**src/rtl/fetch_unit.sv**
```systemverilog
// Instruction fetch unit: owns the program counter, issues instruction memory
// reads with a bounded wait, latches the returned instruction and its link
// address, and computes the next PC from the control-unit selects.
module fetch_unit #(
    parameter int          MEM_TIMEOUT = 15,
    parameter logic [31:0] RESET_PC    = 32'h0000_0000
) (
    input  logic        clk,
    input  logic        reset,
    input  logic        fetch_req,
    input  logic [31:0] mem_rdata,
    input  logic        mem_ready,
    input  logic        pc_write,
    input  logic        pc_write_cond,
    input  logic        zero,
    input  logic [1:0]  pc_source,
    input  logic [31:0] alu_result,
    input  logic [31:0] alu_out,
    output logic [31:0] mem_addr,
    output logic        mem_rd,
    output logic [31:0] pc,
    output logic [31:0] instruction,
    output logic        instr_valid,
    output logic [31:0] link_addr,
    output logic        fetch_err
);

    // Counter must hold MEM_TIMEOUT itself, the value reached on abort.
    localparam int CNT_W = (MEM_TIMEOUT < 2) ? 1 : $clog2(MEM_TIMEOUT + 1);
    localparam logic [CNT_W-1:0] TIMEOUT_LAST = CNT_W'(MEM_TIMEOUT - 1);

    typedef enum logic [1:0] {
        ST_IDLE = 2'b00,
        ST_REQ  = 2'b01,
        ST_DONE = 2'b10
    } state_t;

    state_t             state_q, state_d;
    logic [CNT_W-1:0]   wait_cnt_q, wait_cnt_d;
    logic [31:0]        pc_q, pc_d;
    logic [31:0]        mem_addr_q, mem_addr_d;
    logic               mem_rd_q, mem_rd_d;
    logic [31:0]        instruction_q, instruction_d;
    logic               instr_valid_q, instr_valid_d;
    logic [31:0]        link_addr_q, link_addr_d;
    logic               fetch_err_q, fetch_err_d;

    logic               pc_load_s;
    logic [31:0]        jump_target_s;

    // Next PC: load is independent of fetch state; jumps stay inside the 256 MB region of the link address.
    always_comb begin
        pc_load_s     = pc_write | (pc_write_cond & zero);
        jump_target_s = {link_addr_q[31:28], instruction_q[25:0], 2'b00};
        pc_d          = pc_q;
        if (pc_load_s) begin
            case (pc_source)
                2'b00:   pc_d = alu_result;
                2'b01:   pc_d = alu_out;
                2'b10:   pc_d = jump_target_s;
                2'b11:   pc_d = pc_q;
                default: pc_d = pc_q;
            endcase
        end else begin
            pc_d = pc_q;
        end
    end

    // Fetch FSM next-state and next-output logic; outputs are registered one step ahead.
    always_comb begin
        state_d       = state_q;
        wait_cnt_d    = wait_cnt_q;
        mem_addr_d    = mem_addr_q;
        mem_rd_d      = mem_rd_q;
        instruction_d = instruction_q;
        link_addr_d   = link_addr_q;
        instr_valid_d = 1'b0;
        fetch_err_d   = 1'b0;
        case (state_q)
            ST_IDLE: begin
                if (fetch_req) begin
                    state_d    = ST_REQ;
                    mem_addr_d = {pc_q[31:2], 2'b00};
                    wait_cnt_d = {CNT_W{1'b0}};
                    mem_rd_d   = 1'b1;
                end else begin
                    mem_rd_d   = 1'b0;
                end
            end
            ST_REQ: begin
                if (mem_ready) begin
                    state_d       = ST_DONE;
                    instruction_d = mem_rdata;
                    link_addr_d   = mem_addr_q + 32'd4;
                    mem_rd_d      = 1'b0;
                    instr_valid_d = 1'b1;
                end else if (wait_cnt_q == TIMEOUT_LAST) begin
                    state_d     = ST_IDLE;
                    wait_cnt_d  = wait_cnt_q + CNT_W'(1);
                    mem_rd_d    = 1'b0;
                    fetch_err_d = 1'b1;
                end else begin
                    wait_cnt_d  = wait_cnt_q + CNT_W'(1);
                end
            end
            ST_DONE: begin
                state_d  = ST_IDLE;
                mem_rd_d = 1'b0;
            end
            default: begin
                state_d  = ST_IDLE;
                mem_rd_d = 1'b0;
            end
        endcase
    end

    // State and output registers; reset overrides every load and transition.
    always_ff @(posedge clk) begin
        if (reset) begin
            state_q       <= ST_IDLE;
            wait_cnt_q    <= {CNT_W{1'b0}};
            pc_q          <= RESET_PC;
            mem_addr_q    <= RESET_PC;
            mem_rd_q      <= 1'b0;
            instruction_q <= 32'h0000_0000;
            instr_valid_q <= 1'b0;
            link_addr_q   <= 32'h0000_0000;
            fetch_err_q   <= 1'b0;
        end else begin
            state_q       <= state_d;
            wait_cnt_q    <= wait_cnt_d;
            pc_q          <= pc_d;
            mem_addr_q    <= mem_addr_d;
            mem_rd_q      <= mem_rd_d;
            instruction_q <= instruction_d;
            instr_valid_q <= instr_valid_d;
            link_addr_q   <= link_addr_d;
            fetch_err_q   <= fetch_err_d;
        end
    end

    assign mem_addr    = mem_addr_q;
    assign mem_rd      = mem_rd_q;
    assign pc          = pc_q;
    assign instruction = instruction_q;
    assign instr_valid = instr_valid_q;
    assign link_addr   = link_addr_q;
    assign fetch_err   = fetch_err_q;

endmodule

```
**config.mk**
```make
export PLATFORM = sky130hd
export DESIGN_NAME = fetch_unit
export DESIGN_NICKNAME = d
export VERILOG_FILES = /design/src/rtl/fetch_unit.sv
export SDC_FILE = /design/constraint.sdc
export NUM_CORES = 1
export LEC_CHECK = 0
export CAP_MARGIN = 15
export CORE_ASPECT_RATIO = 1.75
export CORE_MARGIN = 3
export CORE_UTILIZATION = 44
export DETAILED_ROUTE_END_ITERATION = 10
export PLACE_DENSITY = 0.83
export SETUP_SLACK_MARGIN = 0.3
export SKIP_CTS_REPAIR_TIMING = 1
export SYNTH_ARGS = -nofsm -noshare
export SYNTH_HDL_FRONTEND = slang
export SYNTH_SLANG_ARGS = --single-unit
```
**constraint.sdc**
```tcl
create_clock -name clk -period 2.5 [get_ports clk]
set_clock_uncertainty 0.05 [all_clocks]
set_input_delay 0.25 -clock clk [delete_from_list [all_inputs] [get_ports clk]]
set_output_delay 0.25 -clock clk [all_outputs]
set_load 0.1 [all_outputs]
```
==> qor.yml, run 1 <==
vias: 6071
cp_top_family: "simple AND/OR/NAND/NOR gates"
grt_max_degree: 100
r2r_slack_ns: 0.45
area_delta_synth_final_pct: 48.0
cts_sinks: 133
port_buffers: 231
hpwlAfterDp_mm: 13.5
layout.nets: 1060
maxSlewViolCount: 0
drive_above_1_share: 0.220
reg2regPathDepth: 5
gp_congestion: 0.864
htreeDepth: 4
seq_area_frac_synth: 0.451
synth_cell_types: 39
tightestPinTransition_ns: 0.621
hold_path.startpoint: "reset"
yosys_warnings: 0
startpoint_type: "register"
antenna_found_initial: 0
crit_required_ns: 2.78
holdPathStages: 2
critPathArrivalTime_ns: 2.33
min_period_ns: 2.05
nFillCells: 1083
grt-ovfl-total: 0
synth_area_per_cell_sq_um: 8.01
period_share: 0.819
whs_ns: 0.213
critPathMaxStageDelay_ns: 0.44
critical_path_class: "reg -> reg"
clk_root_buffer_cell: "clkbuf_16"
max-vdd-ir-drop_uv: 483
cts.clk_slew.worst_paths_ns: 0.06
grt_pass1_vias: 5856
cts_buffers: 17
ant_nets: 0
setup_viol: 0
path_max_fanout: 8
grt_pass1_wl_mm: 29.6
die_area_sq_um: 14900
wl_mm: 18.7
r2r_end: "link_addr[20]"
crit_path_top_delay_cell: "or3_4"
timing.setup.tns_ns: 0
fmax_mhz: 488
synth_seq_cells: 133
track_usage: 0.250
worstReg2RegStart: "mem_addr[2]"
syn-instance-count: 737
start_util: 0.454
power_density_nw_per_um2: 712
slew-limit-headroom: 0.586
worst-path-buf-inv: 0
status: "finished, final reports clean"
hold_viol_final: 0
drt_iter0_drc: 333
rsz0062_at_grt: "true"
ctsLongestPathBuffers: 2
core-area_sq_um: 13000
min_to: "pc[23]"
core.rowCount: 55
first_pass_iters: 6
maxCapViolations: 0
drc: 0
wire_per_inst_um: 16.5
leakage_nw: 3.39
io_pins: 236
die_w_um: 93.6
fin_util: 0.671
synth_area_sq_um: 5900
insertion_delay_ns: 0.42
antenna_cells: 0
viasPerCell: 5.36
die_h_um: 159
crit_path_cell_trace: "ha_1 -> nand2_1 -> or3_4 -> or4_1 -> a311oi_1"
hold_class: "in -> reg"
worstSetupEndpointType: "register"
cts_tree: "done"
synthesized netlist by cell type:
master	count	share of area
dfxtp_1	133	0.45
nor2_1	69	0.044
nor3b_1	2	0.0025
or4_1	6	0.0076
and3b_1	1	0.0015
and4_1	3	0.0045
nor2b_1	1	0.0011
inv_1	6	0.0038
and3_1	3	0.0032
a22oi_1	30	0.038
nand3_1	16	0.014
nand4_1	6	0.0064
a311oi_1	12	0.018
or4_2	2	0.0030
nor3_1	7	0.0059
clkbuf_8	1	0.0023
a211oi_1	18	0.023
o31ai_1	7	0.0089
o21ai_0	34	0.029
a21oi_1	71	0.060
or4_4	1	0.0019
or3_1	8	0.0085
or2_2	1	0.0011
and4_2	1	0.0017
buf_1	5	0.0032
conb_1	1	0.00064
xor2_1	6	0.0089
ha_1	6	0.013
o21a_1	1	0.0013
buf_4	6	0.0076
buf_6	4	0.0076
o21bai_1	1	0.0013
nand4_2	1	0.0021
nand2_1	174	0.11
mux2i_1	30	0.051
nand3b_1	2	0.0025
nor4_1	11	0.012
xnor2_1	8	0.012
clkbuf_1	42	0.027
final cells by class:
cell class | count | area, sq um | area share
Multi-Input combinational cell | 543 | 2980 | 0.341
Sequential cell | 133 | 2750 | 0.314
Timing Repair Buffer | 248 | 2170 | 0.248
Clock buffer | 24 | 546 | 0.0625
Tap cell | 171 | 214 | 0.0245
Clock inverter | 8 | 57.6 | 0.00659
Inverter | 6 | 22.5 | 0.00258
where the power goes:
part / internal [W] / switching, W / total [W]
registers: 0.00220 / 0.0000924 / 0.00230
clock network: 0.00153 / 0.000952 / 0.00248
logic: 0.000405 / 0.00104 / 0.00144
flip-flops by register name (all words and copies together) (netlist names):
register / flops
mem_addr: 30
pc: 32
wait_cnt_q: 4
link_addr: 30
instr_valid: 1
instruction: 32
fetch_err: 1
state_q: 2
mem_rd: 1
cells in the final DEF, fill, tap and decap left out, drive strengths merged, types with 12 or more instances in the layout:
| master | n |
|---|---|
| a311oi | 12 |
| o21ai | 34 |
| a211oi | 18 |
| a21oi | 71 |
| a22oi | 30 |
| buf | 145 |
| clkdlybuf4s50 | 103 |
| mux2i | 30 |
| nor2 | 69 |
| nand2 | 174 |
| clkbuf | 24 |
| dfxtp | 133 |
| nand3 | 16 |
layer usage:
layer / wire length [um] / global-route usage
met1: 6780 / 0.270
met2: 9940 / 0.448
met3: 1170 / 0.0624
met4: 798 / 0.118
met5: 0 / 0
kinds of logic (layout without fill, tap and decap cells):
kind of cell | count (synthesis) | after routing | share of synthesized area
AO/OA/AOI/OAI | 174 | 174 | 0.179
XOR/XNOR | 14 | 14 | 0.0208
adder cells (fa/ha/maj) | 6 | 6 | 0.0127
buffers and inverters | 64 | 286 | 0.0513
flip-flops | 133 | 133 | 0.451
multiplexers | 30 | 30 | 0.0509
other | 1 | 4 | 0.000635
AND/OR/NAND/NOR | 315 | 315 | 0.233
worst max-delay path by stage:
| stage | start | to | slack, ns | cells past startpoint |
|---|---|---|---|---|
| after floorplan | mem_addr[6] | link_addr[19] | 0.30 | 4 |
| after global placement | pc_source[0] | pc[11] | 0.44 | 7 |
| after detailed placement | mem_addr[2] | link_addr[20] | 0.41 | 5 |
| after CTS | mem_addr[2] | link_addr[20] | 0.39 | 5 |
| after global routing | mem_addr[2] | link_addr[20] | 0.30 | 5 |
| final | mem_addr[2] | link_addr[20] | 0.45 | 5 |
per-stage QoR:
step / setup slack, ns / std cells / instance area (sq um) / total power [W]
6_report: 0.452 / 1133 / 8730 / 0.00622
4_1_cts: 0.395 / 1130 / 8710 / 0.00625
5_1_grt: 0.303 / 1133 / 8730 / 0.00642
3_3_place_gp: 0.441 / 1098 / 8100 / 0.00377
2_1_floorplan: 0.302 / 740 / 6010 / 0.00336
3_5_place_dp: 0.406 / 1098 / 8100 / 0.00378
Note: power is estimated with default switching activity, not from simulation.
==> run 2: changes to the inputs <==
clock period = 1.9 ns   (was 2.5 ns; I/O delays follow)
==> run 2 against run 1 <==
Net effect:
- the run now ends with negative hold slack, negative setup slack left
- sequential share of layout area decreased by 1.9 points
- cell count increased by 3.8%
- sequential power increased by 31%
- register-to-register slack got worse by 0.59 ns
- clock power increased by 37%
- non-clock buffer count increased by 42
- critical path depth unchanged
- via count increased by 6.0%
- highest routed layer unchanged
==> qor.yml, run 2 (synthesis results as in run 1) <==
status: "finished, violations left"
violations: "negative hold slack, negative setup slack"
r2r_slack_ns: -0.14
pwr-share-comb: 0.235
area_delta_synth_final_pct: 60.3
antenna_cells: 0
hold_viol_final: 1
endpoint: "link_addr[19]"
final_common_cell: "nand2_1"
startpoint_type: "register"
drc: 0
layout.nets: 1103
ctsLongestPathBuffers: 2
drive_above_1_share: 0.318
whs_ns: -0.00365
p_sw_w: 0.00275
start_util: 0.454
hold_class: "in -> reg"
layout.cells.non_filler: 1176
switching_share: 0.328
worstReg2RegStart: "mem_addr[11]"
multi_input_area_sq_um: 3240
p_int_w: 0.00565
reg2regPathDepth: 5
fin_ws_ns: -0.136
wl_mm: 20.6
cts_sinks: 133
cts.clk_slew.worst_paths_ns: 0.06
port_buffers: 231
vias: 6437
core-area_sq_um: 13000
cts_buffers: 17
regArea_sq_um: 2800
max-vdd-ir-drop_uv: 714
path_max_fanout: 6
final_cell_mix: "172 x nand2_1, 170 x buf_4, 103 x clkdlybuf4s50_1"
io_pins: 236
min_period_ns: 2.04
period_share: 1.07
place_ws_ns: -0.123
critical_path_class: "reg -> reg"
clk_root_buffer_cell: "clkbuf_16"
crit_start: "mem_addr[11]"
die_h_um: 159
critPathArrivalTime_ns: 2.29
worstSetupEndpointType: "register"
power.share.sequential: 0.359
rsz0062_at_grt: "true"
cts_tree: "done"
viasPerCell: 5.47
wire_per_inst_um: 17.5
hpwlAfterDp_mm: 14.0
leakage_nw: 3.76
drt_iter0_drc: 360
r2r_end: "link_addr[19]"
die_w_um: 93.6
fmax_mhz: 491
placed_area_sq_um: 8450
nFillCells: 911
die_area_sq_um: 14900
first_pass_iters: 7
maxSlewViolCount: 0
grt_max_degree: 81
core.rowCount: 55
grt-ovfl-total: 0
antenna_found_initial: 0
placed_cells: 1127
track_usage: 0.255
insertion_delay_ns: 0.42
clockPowerShare: 0.405
gp_congestion: 0.853
grt_pass1_vias: 6056
fin_util: 0.728
grt_pass1_wl_mm: 30.4
power_density_nw_per_um2: 887
maxCapViolations: 0
power_w: 0.00840
ant_nets: 0
crit_required_ns: 2.16
setup_viol: 5
design_area_sq_um: 9460
htreeDepth: 4
[run 2: cell types whose count changed in the layout (fill, tap and decap cells not counted), moves of 4 or more]
cell      previous run  this run
dfxtp_4             21        25
a311oi_1            12         7
dfxtp_1            108        75
nor4_1              11         6
nor4_4               0         4
nand3_1             16        11
or4_4                1         6
a311oi_2             0         5
nand3_4              0         4
buf_4              141       170
buf_6                0         9
dfxtp_2              4        33
[run 2: stage by stage]
step	hold WS, ns	setup TNS (ns)
floorplan	0.269	-1.60
global placement	0.393	-1.04
detailed placement	0.398	-2.13
CTS	-0.0147	-0.0556
global route	0.0124	-0.659
finish	-0.00365	-0.239
[run 2: how the worst min path moves through the flow]
stage	startpoint	end	slack (ns)	cells after the start
6_report	reset	mem_addr[28]	-0.004	2
5_1_grt	reset	mem_addr[28]	0.01	2
4_1_cts	reset	mem_addr[28]	-0.01	2
3_5_place_dp	instruction[27]	instruction[27]	0.40	2
3_3_place_gp	instruction[31]	instruction[31]	0.39	2
2_1_floorplan	mem_rdata[0]	instruction[0]	0.27	2
[run 2: worst max-delay path: stages, from the launching register on]
cell and delay, ns:
dfxtp_4 0.34, nand4_1 0.14, buf_6 0.17, or3_4 0.33, or4_2 0.57, a311oi_1 0.33
[run 2: cell type report]
cell class,instances,area share
multi-input combinational,544,0.343
sequential,133,0.296
timing repair buffer,290,0.271
clock buffer,21,0.0497
tap,171,0.0226
clock inverter,11,0.0159
inverter,6,0.00238
[run 2: power by group through the flow]
stage	registers [W]	clock network (W)	logic (W)
final	0.00302	0.00341	0.00198
after floorplan	0.00394	0	0.000477
after global placement	0.00307	0	0.00193
after detailed placement	0.00307	0	0.00194
after CTS	0.00301	0.00343	0.00195
after global routing	0.00303	0.00357	0.00207
[run 2: layer usage]
layer | track usage | routed length (um) | share of wire | vias up
li1 | - | - | - | 3098
met1 | 0.280 | 7410 | 0.36 | 3001
met2 | 0.449 | 10900 | 0.53 | 272
met3 | 0.0539 | 1220 | 0.059 | 66
met4 | 0.134 | 1050 | 0.051 | 0
met5 | 0 | 0 | 0 | -
